===== config.mk =====
export PLATFORM = sky130hd
export DESIGN_NAME = vec_uop_sequencer
export DESIGN_NICKNAME = d
export VERILOG_FILES = /design/src/rtl/vec_pkg.sv /design/src/rtl/vec_lane_mask.sv /design/src/rtl/vec_uop_sequencer.sv
export SDC_FILE = /design/constraint.sdc
export NUM_CORES = 1
export LEC_CHECK = 0
export CORE_MARGIN = 2
export CORE_UTILIZATION = 56
export CTS_CLUSTER_SIZE = 25
export DETAILED_ROUTE_END_ITERATION = 6
export PLACE_DENSITY = 0.82
export SYNTH_ARGS = -nofsm -noshare
export SYNTH_HDL_FRONTEND = slang
export SYNTH_SLANG_ARGS = --single-unit

===== constraint.sdc =====
create_clock -name clk -period 6.2 [get_ports clk]
set_input_delay 0.62 -clock clk [delete_from_list [all_inputs] [get_ports clk]]
set_output_delay 0.62 -clock clk [all_outputs]
set_load 0.1 [all_outputs]

===== src/rtl/vec_pkg.sv =====
// Shared widths, state encoding and the bank-count clamp for the vector uop sequencer.
package vec_pkg;
    localparam int VLEN_W     = 12;
    localparam int MAX_BANKS  = 8;
    localparam int OP_W       = 8;
    localparam int BANK_CNT_W = 4;

    typedef enum logic {
        IDLE  = 1'b0,
        ISSUE = 1'b1
    } state_t;

    // Zero banks still makes forward progress one element per uop.
    function automatic logic [BANK_CNT_W-1:0] eff_banks_f(input logic [BANK_CNT_W-1:0] cnt);
        if (cnt == '0)
            return BANK_CNT_W'(1);
        else if (cnt > BANK_CNT_W'(MAX_BANKS))
            return BANK_CNT_W'(MAX_BANKS);
        else
            return cnt;
    endfunction
endpackage


===== src/rtl/vec_lane_mask.sv =====
// Thermometer lane mask from an element count, saturating at MAX_BANKS lanes.
module vec_lane_mask
    import vec_pkg::*;
(
    input  logic [VLEN_W:0]    count,
    output logic [MAX_BANKS-1:0] mask
);
    always_comb begin
        mask = '0;
        for (int i = 0; i < MAX_BANKS; i++)
            mask[i] = (count > (VLEN_W+1)'(i));
    end
endmodule


===== src/rtl/vec_uop_sequencer.sv =====
// Strip-mines one vector command into element-group micro-ops, one group per cycle.
//   state | meaning
//   IDLE  | waiting for a command; cmd_rdy high
//   ISSUE | presenting groups until the last one fires
module vec_uop_sequencer
    import vec_pkg::*;
(
    input  logic                  clk,
    input  logic                  reset_n,
    input  logic                  cmd_val,
    output logic                  cmd_rdy,
    input  logic [OP_W-1:0]       cmd_op,
    input  logic [VLEN_W-1:0]     cmd_vlen,
    input  logic                  cmd_vlen_eq0,
    input  logic [BANK_CNT_W-1:0] vec_bank_count,
    output logic                  uop_val,
    input  logic                  uop_rdy,
    output logic [OP_W-1:0]       uop_op,
    output logic [VLEN_W-1:0]     uop_eidx,
    output logic [MAX_BANKS-1:0]  uop_mask,
    output logic                  uop_last,
    output logic                  busy,
    output logic                  done
);
    state_t                  state;
    logic [VLEN_W-1:0]       vlen_q;
    logic [BANK_CNT_W-1:0]   banks_q;
    logic [BANK_CNT_W-1:0]   acc_banks;
    logic [BANK_CNT_W-1:0]   grp_banks;
    logic [VLEN_W:0]         eidx_next;
    logic [VLEN_W:0]         rem_next;
    logic [VLEN_W:0]         grp_cnt;
    logic [MAX_BANKS-1:0]    mask_next;
    logic                    last_next;
    logic                    acc_zero;
    logic                    accept;
    logic                    fire;

    assign cmd_rdy   = (state == IDLE);
    assign busy      = (state == ISSUE);
    assign accept    = cmd_val & cmd_rdy;
    assign fire      = uop_val & uop_rdy;
    assign acc_banks = eff_banks_f(vec_bank_count);
    assign acc_zero  = cmd_vlen_eq0 | (cmd_vlen == '0);

    // One mask generator serves both the first group (from the incoming command)
    // and every following group (from the latched command).
    always_comb begin
        eidx_next = {1'b0, uop_eidx} + (VLEN_W+1)'(banks_q);
        rem_next  = '0;
        grp_banks = banks_q;
        if (state == IDLE) begin
            rem_next  = {1'b0, cmd_vlen};
            grp_banks = acc_banks;
        end else begin
            rem_next  = {1'b0, vlen_q} - eidx_next;
        end
        grp_cnt   = (rem_next < (VLEN_W+1)'(grp_banks)) ? rem_next : (VLEN_W+1)'(grp_banks);
        last_next = (rem_next <= (VLEN_W+1)'(grp_banks));
    end

    vec_lane_mask u_lane_mask (
        .count (grp_cnt),
        .mask  (mask_next)
    );

    always_ff @(posedge clk or negedge reset_n) begin
        if (!reset_n) begin
            state    <= IDLE;
            vlen_q   <= '0;
            banks_q  <= BANK_CNT_W'(1);
            uop_val  <= 1'b0;
            uop_op   <= '0;
            uop_eidx <= '0;
            uop_mask <= '0;
            uop_last <= 1'b0;
            done     <= 1'b0;
        end else begin
            done <= 1'b0;
            case (state)
                IDLE: begin
                    if (accept) begin
                        uop_op  <= cmd_op;
                        vlen_q  <= cmd_vlen;
                        banks_q <= acc_banks;
                        if (acc_zero) begin
                            done <= 1'b1;
                        end else begin
                            state    <= ISSUE;
                            uop_val  <= 1'b1;
                            uop_eidx <= '0;
                            uop_mask <= mask_next;
                            uop_last <= last_next;
                        end
                    end
                end
                ISSUE: begin
                    if (fire) begin
                        if (uop_last) begin
                            state    <= IDLE;
                            uop_val  <= 1'b0;
                            uop_mask <= '0;
                            uop_last <= 1'b0;
                            done     <= 1'b1;
                        end else begin
                            uop_eidx <= eidx_next[VLEN_W-1:0];
                            uop_mask <= mask_next;
                            uop_last <= last_next;
                        end
                    end
                end
                default: state <= IDLE;
            endcase
        end
    end
endmodule


* After elaboration in Yosys (flattened, before gate mapping)
Cells that the tools add are included.
Operators by class: bitwise gates (word level) 4, eq/ne operators 5, magnitude comparators 11, add/sub/neg operators 2, mux-type cells 35, reductions and logical operators 6
Operator list (number):
- 13-bit by 3-bit > comparator with 1-bit output (second input constant) | 4
- 12-bit 2-to-1 mux | 4
- 8-bit 2-to-1 mux | 4
- 13-bit by 1-bit > comparator with 1-bit output (second input constant) | 2
- 13-bit by 2-bit > comparator with 1-bit output (second input constant) | 2
- 13-bit 2-to-1 mux | 2
- 12-bit one-hot mux with 2 select lines | 1
- 1-bit 2-to-1 mux | 16
- 8-bit one-hot mux with 2 select lines | 1
- 12-bit by 4-bit adder with 13-bit output | 1
- 13-bit by 4-bit <= comparator with 1-bit output | 1
- 13-bit by 4-bit less-than comparator with 1-bit output | 1
- 12-bit by 13-bit subtractor with 13-bit output | 1
- 12-bit zero test | 1
- 4-bit 2-to-1 mux | 3
- 1-bit one-hot mux with 2 select lines | 4
- 4-bit AND reduction | 2
- 2-bit inequality test (second input constant) | 3
- 4-bit > comparator (second input constant) | 1
- 4-bit zero test | 1
- 2-bit by 1-bit inequality test with 1-bit output (second input constant) | 2
- 3-bit AND reduction | 1
- 1-bit AND | 2
- 2-bit AND reduction | 1
- other kinds (2) | 2
Storage, ports and cells: logic and storage cells 72, bits of input ports 29, bits in registers 48, output and inout bits 33

* Logic depth before layout (Yosys ltp)
word-level depth 10, depth in mapped cells 19, mapped depth without buffers 17

* Modules after synthesis
Synthesis repeated with hierarchy kept, for this count alone.
Second synthesis, totals: cell total of the unflattened synthesis 365, area total of the unflattened synthesis 3129.3 um2
Modules (own cells, without submodules):
- vec_uop_sequencer | sequential area each 1202.4 um2, instances 1, cells an instance 353, area an instance 3031.7 um2
- vec_lane_mask | sequential area each 0.0 um2, instances 1, cells an instance 12, area an instance 97.6 um2

* Worst setup path before layout
OpenSTA, ideal clock, no wires.
path type register to register, start point register uop_eidx[1], end point register uop_mask[0], library setup time 0.123 ns, path slack 1.515 ns, path buffers 0, stages on the path, launching flop included 17, required time 6.077 ns, clock period less this slack 4.685 ns, data arrival time 4.563 ns, cells stage by stage dfrtp_1 ha_1 a21o_1 a21oi_1 nor2b_1 o2111ai_1 xor2_1 ha_1 a21oi_1 nand2_1 a211o_1 nand2_1 o2111ai_1 o31ai_4 nand3_1 or4_1 a32o_1
On the way: cells in the longest elaborated chain, start to end 9, elaborated cells between the ends (all ways) 11, those cells by class add/sub (2); order compare (2); mux (7)
Ends and longest elaborated chain:
- from (decl) | RTL line vec_uop_sequencer.sv:19 | output logic [VLEN_W-1:0] uop_eidx,
- from (signal assigned) | RTL line vec_uop_sequencer.sv:106 | uop_eidx <= eidx_next[VLEN_W-1:0];
- 12-bit by 4-bit adder with 13-bit output * | RTL line vec_uop_sequencer.sv:49 | eidx_next = {1'b0, uop_eidx} + (VLEN_W+1)'(banks_q);
- 12-bit by 13-bit subtractor with 13-bit output * | RTL line vec_uop_sequencer.sv:56 | rem_next = {1'b0, vlen_q} - eidx_next;
- 13-bit 2-to-1 mux * | RTL line vec_uop_sequencer.sv:52 | if (state == IDLE) begin
- 13-bit by 4-bit less-than comparator with 1-bit output | RTL line vec_uop_sequencer.sv:58 | grp_cnt = (rem_next < (VLEN_W+1)'(grp_banks)) ? rem_next : (VLEN_W+1)'(grp_banks);
- 13-bit 2-to-1 mux * | RTL line vec_uop_sequencer.sv:58
- 13-bit by 1-bit > comparator with 1-bit output * | RTL line vec_lane_mask.sv:11 | mask[i] = (count > (VLEN_W+1)'(i));
- 8-bit 2-to-1 mux, on equally long branches | RTL line vec_uop_sequencer.sv:99, vec_uop_sequencer.sv:86
- 8-bit 2-to-1 mux, on equally long branches | RTL line vec_uop_sequencer.sv:98, vec_uop_sequencer.sv:82
- 8-bit one-hot mux with 2 select lines * | RTL line vec_uop_sequencer.sv:80 | case (state)
- to (signal assigned) | RTL line vec_uop_sequencer.sv:92 | uop_mask <= mask_next;
- to (signal assigned) | RTL line vec_uop_sequencer.sv:107 | uop_mask <= mask_next;
- to (decl) | RTL line vec_uop_sequencer.sv:20 | output logic [MAX_BANKS-1:0] uop_mask,
Mark *: on every way between the ends. The rest lies on a longest branch, timed or not. The select of a mux whose other input is x is not followed. A chain may end at the register's enable or synchronous reset.

* Worst setup path in the final report
Same ends and word-level chain as after synthesis.

==> run metrics <==
status=finished clean; # port buffers=61; Worst-Margin Slew=around 1.1 ns; Site Rows=27; first-pass iteration count of the detailed router=5; antenna-violating nets left=0; setup_tns=0 ns; syn_nets=395; post-synth top area cell=dfrtp_1; crit path capture type=register; nets=between 400 and 500; hpwl dp=between 5000 and 6000 µm; I/O Pins=just over 60; Worst Hold Class=in2async; cell area after synthesis=around 3200 µm²; Post-Synth Simple-Gate Area=0.175; Arrival @ worst endpoint=5.26 ns; Final Hold Viols=0; Synth cell types=between 40 and 50; Clock Latency Late Sink=slightly above 0.3 ns; Max FO, Critical Path=11; Yosys top cell area share=0.370; number of synthesized flops with an enable pin=0; fillers=around 420; clk buf depth=2; Cells after Synth=approximately 340; Bufs and invs on worst path=0; period utilization=0.814; Crit Path Category=reg2reg; synth warn=0; Core Footprint=~5500 µm²; Critical Path Start Type=register; Final Max Slew Viols=0; Area Overhead vs Synth=23.4%; DRC=0; Die Span Y=between 70 and 80 µm; CTS clock-pin slew for the worst setup and hold paths=0.10 ns; Placer Congestion=slightly below 0.9; number of synthesized register bits=48; xor/xnor cell area share of the yosys netlist=0.0358; RSZ-0062 raised after global routing=no; number of global-route vias before repair=approximately 2700; Clock Root Buffer=clkbuf_8; compound-cell area share of the yosys netlist=0.193; largest net degree at the start of global routing=49; Post-synth ARST share=1.00; largest family of logic cells by synthesized area=compound AO/OA/AOI/OAI gates; Crit path max-delay family=compound AO/OA/AOI/OAI gates; CTS buffer count=5; slowest CP cell=or4_1; total track usage=0.260; Reg2Reg Depth=16; top cells by area, synth=dfrtp_1 (37%), ha_1 (7.9%), mux2_2 (7.1%); critical-path cell list=ha_1 -> a21o_1 -> a21oi_1 -> nor2b_1 -> o2111ai_1 -> xor2_1 -> ha_1 -> a21oi_1 -> nand2_1 -> a211o_1 -> nand2_1 -> o2111ai_1 -> o31ai_4 -> nand3_1 -> or4_1 -> a32o_1; Final Setup Violations=0; Starting Density=0.578; Synth Flop Type=dfrtp_1; Die Span X=around 79 µm; first-pass GRT wire length=approximately 13000 µm; proportion of layout cells with a drive suffix above 1=0.0859; post-synthesis sequential area ratio=0.378; drt wl/cell=16.8 µm; # diodes=0; Max Freq=approximately 0.20 GHz; die area=approximately 6300 µm²; post-synthesis mux area share=0.0928; CP max stage delay=just under 0.6 ns; commonest cells after routing, fill and taps aside=clkdlybuf4s50_1 (60), nand2_1 (50), dfrtp_1 (47), o21ai_0 (22); Rel. slew slack=0.233; DR vias/cell=between 6 and 7; Max-Cap Viols=0; Post-CTS Setup Inserts=0; Avg Cell Area, Syn=about 9.2 µm²; Req. time, crit path=around 6.4 ns; Clock Sinks=48; critical path depth=16; Adder-Cell Fraction of Synth Area=0.0913; DRC marker count from the first detailed-route iteration=~200; CTS tree=yes; Clock Skews=roughly 0.009 ns; minimum clock period=slightly above 5 ns; routed vias=approximately 2800; total wire length=7850 µm; H-tree depth=2; most common cell after layout, fill and taps aside=clkdlybuf4s50_1; CTS hold repair buffers=0; total grt overflow=0; worst hold slack=0.479 ns; initial antenna violation count=0; CTS resizes=0
area by class of cell:
type | count | area (µm²) | area share
Multi-Input combinational cell | 268 | 1870 | 0.477
Clock inverter | 3 | 46.3 | 0.0118
Clock buffer | 5 | 68.8 | 0.0175
Timing Repair Buffer | 61 | 606 | 0.154
Inverter | 11 | 41.3 | 0.0105
Sequential cell | 48 | 1200 | 0.306
Tap cell | 72 | 90.1 | 0.0230
state kept, by name, summed over array words and instances, names as in the netlist:
signal    cells
banks_q       4
busy          1
done          1
uop_eidx     12
uop_last      1
uop_mask      8
uop_op        8
uop_val       1
vlen_q       12
metrics by stage:
stage	cells	setup slack, ns	cell area (µm²)	utilization
finish	468	1.15	3930	0.713
CTS	468	1.22	3930	0.713
floorplan	344	1.51	3180	-
global placement	460	1.46	3810	0.692
global route	468	0.829	3930	0.713
detailed placement	460	1.24	3810	0.692
worst paths after layout:
check                                               end  slack [ns]                    start
worst max-delay path            uop_mask[0]$_DFFE_PN0P_        1.15  uop_eidx[1]$_DFFE_PN0P_
worst min-delay path              vlen_q[7]$_DFFE_PN0P_        0.48                  reset_n
worst max register to register  uop_mask[0]$_DFFE_PN0P_        1.15  uop_eidx[1]$_DFFE_PN0P_
worst min register to register  uop_mask[6]$_DFFE_PN0P_        0.49  uop_mask[6]$_DFFE_PN0P_
max in group asynchronous       uop_eidx[1]$_DFFE_PN0P_        5.04                  reset_n
min in group clk                uop_mask[6]$_DFFE_PN0P_        0.49  uop_mask[6]$_DFFE_PN0P_
per-layer routing:
metal  up-vias  wire (µm)  track usage
li1       1357          -            -
met1      1331       3480        0.356
met2       131       3610        0.397
met3        15        611       0.0602
met4         0        148        0.103
met5         -          0            0
cell families after synthesis:
family,Yosys count
multiplexers,27
AO/OA/AOI/OAI,89
AND/OR/NAND/NOR,117
buffers and inverters,28
adder cells (fa/ha/maj),22
XOR/XNOR,13
flip-flops,48
cell usage after synthesis, types with 5 or more instances:
master,number
a21o_1,7
a21oi_1,16
clkbuf_1,14
dfrtp_1,47
ha_1,20
inv_1,10
mux2_2,20
mux2i_1,7
nand2_1,50
nand2b_1,5
nand3_1,14
nand4_1,7
nor2_1,14
nor2b_1,7
nor3_1,9
o21ai_0,22
o31ai_1,9
xnor2_1,7
xor2_1,6
Power is not shown: default switching activity piles up to over one toggle a cycle in this logic, so the estimate is an artifact.
